## src/rtl/encode8to3_pending_if.sv

```systemverilog
// Code handshake between the request encoder and its consumer.
// The master presents a 3-bit code under valid; the slave accepts with ready.
interface encode8to3_pending_if;
    logic [2:0] out;
    logic       out_valid;
    logic       out_ready;

    modport master (
        output out,
        output out_valid,
        input  out_ready
    );

    modport slave (
        input  out,
        input  out_valid,
        output out_ready
    );
endinterface

```

## src/rtl/encode8to3_pending.sv

```systemverilog
// Collects 8 request lines into a pending set and issues one 3-bit code per accepted transfer.
// Latency: request captured at edge k, presented at edge k+1 when the output stage is free.
// Backpressure: out/out_valid hold while out_ready is low; pending keeps accumulating requests.
module encode8to3_pending #(
    parameter bit ROTATE = 1'b1
) (
    input  logic                        clk,
    input  logic                        rst_n,
    input  logic [7:0]                  in,
    input  logic                        enable,
    encode8to3_pending_if.master        code,
    output logic [7:0]                  pending,
    output logic [3:0]                  count,
    output logic                        overrun
);

    logic [2:0] out_q;
    logic       out_valid_q;
    logic [2:0] last_q;

    logic [2:0] sel;
    logic [2:0] idx;
    logic       found;
    logic       load;
    logic       issue;
    logic [7:0] req;
    logic [7:0] issue_mask;
    logic [7:0] pending_nxt;
    logic [3:0] count_nxt;

    // Round-robin scan starts one past the last issued code, so last itself is checked last.
    always_comb begin
        sel   = 3'd0;
        idx   = 3'd0;
        found = 1'b0;
        for (int i = 0; i < 8; i++) begin
            if (ROTATE) begin
                idx = last_q + 3'(i + 1);
            end else begin
                idx = 3'(i);
            end
            if (!found && pending[idx]) begin
                sel   = idx;
                found = 1'b1;
            end
        end
    end

    always_comb begin
        req         = in & {8{enable}};
        load        = ~out_valid_q | code.out_ready;
        issue       = load & found;
        issue_mask  = issue ? (8'd1 << sel) : 8'd0;
        // A same-edge request on the issued line wins, so that line stays pending.
        pending_nxt = (pending & ~issue_mask) | req;
        count_nxt   = 4'd0;
        for (int i = 0; i < 8; i++) begin
            count_nxt = count_nxt + 4'(pending_nxt[i]);
        end
    end

    always_ff @(posedge clk) begin
        if (!rst_n) begin
            pending     <= 8'd0;
            count       <= 4'd0;
            overrun     <= 1'b0;
            out_q       <= 3'd0;
            out_valid_q <= 1'b0;
            last_q      <= 3'd7;
        end else begin
            pending <= pending_nxt;
            count   <= count_nxt;
            overrun <= |(req & pending & ~issue_mask);
            if (load) begin
                if (issue) begin
                    out_q       <= sel;
                    out_valid_q <= 1'b1;
                    last_q      <= sel;
                end else begin
                    out_valid_q <= 1'b0;
                end
            end
        end
    end

    assign code.out       = out_q;
    assign code.out_valid = out_valid_q;

endmodule

```

## src/flat_wrapper.sv

```systemverilog
// flat-port wrapper written by rule: the top's interface ports become plain ports
module encode8to3_pending_flat 
#(
    parameter bit ROTATE = 1'b1
)
  (clk, rst_n, in, enable, pending, count, overrun, code_out, code_out_valid, code_out_ready);
  encode8to3_pending_if code_i ();
  input  logic clk;
  input  logic rst_n;
  input  logic [7:0] in;
  input  logic enable;
  output logic [7:0] pending;
  output logic [3:0] count;
  output logic overrun;
  output wire logic [$bits(code_i.out)-1:0] code_out;
  output wire logic [$bits(code_i.out_valid)-1:0] code_out_valid;
  input wire logic [$bits(code_i.out_ready)-1:0] code_out_ready;
  assign code_out = code_i.out;
  assign code_out_valid = code_i.out_valid;
  assign code_i.out_ready = code_out_ready;
  encode8to3_pending #(.ROTATE(ROTATE)) u_core (.clk(clk), .rst_n(rst_n), .in(in), .enable(enable), .code(code_i), .pending(pending), .count(count), .overrun(overrun));
endmodule
```

## config.mk

```make
export PLATFORM = sky130hd
export DESIGN_NAME = encode8to3_pending_flat
export DESIGN_NICKNAME = d
export VERILOG_FILES = /design/src/rtl/encode8to3_pending_if.sv /design/src/rtl/encode8to3_pending.sv /design/src/flat_wrapper.sv
export SDC_FILE = /design/constraint.sdc
export NUM_CORES = 1
export LEC_CHECK = 0
export ABC_AREA = 1
export CORE_UTILIZATION = 30
export DETAILED_ROUTE_END_ITERATION = 16
export GPL_ROUTABILITY_DRIVEN = 0
export PLACE_DENSITY = 0.59
export SYNTH_ARGS = -nofsm -noshare
export SYNTH_HDL_FRONTEND = slang
export SYNTH_SLANG_ARGS = --single-unit
```

## constraint.sdc

```tcl
create_clock -name clk -period 4.4 [get_ports clk]
set_input_delay 0.44 -clock clk [delete_from_list [all_inputs] [get_ports clk]]
set_output_delay 0.44 -clock clk [all_outputs]
set_load 0.1 [all_outputs]
```

==> results.sh <==
export IMPL_antenna_found_initial=0
export IMPL_drt_iter0_drc=139
export IMPL_start_kind="flop"
export IMPL_finClkSkew_ps=1.486
export IMPL_critPathRequiredTime_ps=4600
export IMPL_criticalPathCategory="reg -> reg"
export IMPL_hold_depth=2
export IMPL_min_from="u_core.code.out[0]$_SDFFE_PN0P_"
export IMPL_drc_errors=0
export IMPL_die_area_um2=6354
export IMPL_die_w_um=79.71
export IMPL_hp_class="reg -> reg"
export IMPL_vias=2311
export IMPL_syn2layout_area_growth_pct=70.10
export IMPL_h_tree_depth=1
export IMPL_layout_nets=413
export IMPL_clk_pin_slew_ps=80
export IMPL_run_status="finished, violations left"
export IMPL_crit_fanout=6
export IMPL_ctsLongestPathBuffers=2
export IMPL_grt_usage_pct=21.58
export IMPL_synth_nets=307
export IMPL_dp_hpwl_um=4258
export IMPL_synth_top_area_share_pct=22.10
export IMPL_initial_core_util_pct=31.92
export IMPL_synth_seq_cells=20
export IMPL_max_stage_delay_ps=380
export IMPL_worstMarginPinSlew_ps=991.8
export IMPL_layout_common_cells="77 x buf_4, 67 x nand2_1, 29 x inv_1, 28 x clkdlybuf4s50_1, 25 x nor2_1"
export IMPL_grt_pass1_vias=2265
export IMPL_synth_cell_type_count=31
export IMPL_yosys_warnings=0
export IMPL_synth_top_area_cell="dfxtp_1"
export IMPL_min_period_ps=4578
export IMPL_core_area_um2=5675
export IMPL_holdPathEnd="u_core.code.out[0]$_SDFFE_PN0P_"
export IMPL_cts_made_buffers=3
export IMPL_slew_limit_headroom_pct=33.67
export IMPL_wl_per_cell_um=14.62
export IMPL_netlist_instances=286
export IMPL_insertion_delay_ps=270
export IMPL_final_common_cell="buf_4"
export IMPL_fillers=539
export IMPL_r2r_start="u_core.last_q[0]$_SDFFE_PN1P_"
export IMPL_rows=27
export IMPL_ys_top_cells_by_area="dfxtp_1 22%, nand2_1 17%, nand3_1 8.6%"
export IMPL_overflow=0
export IMPL_finalWorstSetupSlack_ps=-178.0
export IMPL_critPathCaptureType="flop"
export IMPL_clock_sinks=20
export IMPL_synthFlopType="dfxtp_1"
export IMPL_postSynthAreaPerCell_um2=6.335
export IMPL_hold_violations=0
export IMPL_cts_tree="yes"
export IMPL_port_buffers=28
export IMPL_rsz0062_at_grt="yes"
export IMPL_r2r_end="u_core.pending[0]$_SDFF_PN0_"
export IMPL_drv_slew=0
export IMPL_synth_seq_area_share_pct=22.10
export IMPL_max_clock_freq_mhz=218.4
export IMPL_crit_top_cell="buf_4"
export IMPL_drt_vias_per_instance=4.991
export IMPL_async_flop_share_pct=0
export IMPL_violations="negative setup slack"
export IMPL_cap_viol_max_count=0
export IMPL_syn_cell_area_um2=1812
export IMPL_final_util_pct=54.30
export IMPL_rrSetupSlack_ps=-180
export IMPL_arrival_ps=4780
export IMPL_antenna_left=0
export IMPL_pin_count=29
export IMPL_final_setup_viol_count=3
export IMPL_drive_gt1_share_pct=43.73
export IMPL_holdBufCountCts=0
export IMPL_fin_setup_tns_ps=-298.8
export IMPL_worstRegToRegCells=34
export IMPL_routed_wl_um=6771
export IMPL_drtPass1Iterations=4
export IMPL_synth_edf_count=0
export IMPL_grt_pass1_wl_um=10540
export IMPL_diodes=0
export IMPL_grt_max_degree=14
export IMPL_critical_path_slowest_cell="dfxtp_4"
export IMPL_die_y_um=79.71
export IMPL_period_share_pct=104.0
export IMPL_clockRootBuffer="clkbuf_8"
how the worst max path moves through the flow:
stage / startpoint / endpoint / slack [ps]
after global placement: u_core.last_q[0]$_SDFFE_PN1P_ / u_core.count[1]$_SDFF_PN0_ / -90
after global routing: u_core.last_q[0]$_SDFFE_PN1P_ / u_core.pending[0]$_SDFF_PN0_ / -340
after floorplan: u_core.last_q[0]$_SDFFE_PN1P_ / u_core.count[1]$_SDFF_PN0_ / -30
final: u_core.last_q[0]$_SDFFE_PN1P_ / u_core.pending[0]$_SDFF_PN0_ / -180
after detailed placement: u_core.last_q[0]$_SDFFE_PN1P_ / u_core.count[1]$_SDFF_PN0_ / -120
after CTS: u_core.last_q[0]$_SDFFE_PN1P_ / u_core.count[1]$_SDFF_PN0_ / -40
sequential cells by signal, indices dropped and copies added, names as in the netlist:
signal	flops
u_core.pending	8
u_core.count	4
u_core.code.out	3
u_core.last_q	3
u_core.code.out_valid	1
u_core.overrun	1
cells in the mapped netlist, types with 4 or more instances:
master,n
nand2_1,80
nand3_2,9
nand2_2,11
inv_1,34
ha_1,5
o21ai_0,9
inv_2,4
nor2_1,30
a21oi_1,12
dfxtp_1,20
fa_1,4
nand4_1,5
nand3_1,31
what timing repair did:
item                       4_1_cts  5_1_grt
buffers inserted                40       10
setup endpoints to repair        2        6
pin swaps                       18       22
resized for setup               19       41
worst max-delay path, delay by kind of cell (launching register included):
family	cells	cell delay (ps)
buffers and inverters	21	2530
AO/OA/AOI/OAI	1	100
adder cells (fa/ha/maj)	1	290
AND/OR/NAND/NOR	11	1210
flip-flops	1	380
area by class of cell:
class / instances / area, um2 / area share, %
inverters: 39 / 158.9 / 5.156
clock buffers: 4 / 55.05 / 1.786
multi-input cells: 220 / 1460 / 47.38
repair buffers: 108 / 900.9 / 29.23
flip-flops and latches: 20 / 416.7 / 13.52
well taps: 72 / 90.09 / 2.923
logic make-up (layout without fill, tap and decap cells):
family	count (synthesis)	count (layout)	share of synthesized area, %
buffers and inverters	46	151	10.64
and+or+nand+nor	177	177	48.21
adders and majority gates	9	9	7.873
xor gates and xnor gates	3	3	1.451
AOI/OAI and AO/OA	31	31	9.737
DFF	20	20	22.10
metrics by stage:
step | instance area, um2 | hold WS [ps] | cells | worst slack, ps
6_report | 3082 | 475.6 | 463 | -178.0
5_1_grt | 3082 | 524.2 | 463 | -344.3
4_1_cts | 2872 | 477.8 | 456 | -35.57
3_5_place_dp | 2440 | 466.3 | 412 | -119.9
3_3_place_gp | 2440 | 461.0 | 412 | -88.81
2_1_floorplan | 1866 | 533.5 | 286 | -26.13
routing by layer:
metal	vias up	part of all wire [%]	GRT usage (%)
met3	31	4.9	2.514
met1	1078	38	23.84
met2	81	52	40.34
met4	0	5.3	10.36
met5	-	0	0
li1	1121	-	-
Power is not shown: default switching activity piles up to over one toggle a cycle in this logic, so the estimate is an artifact.
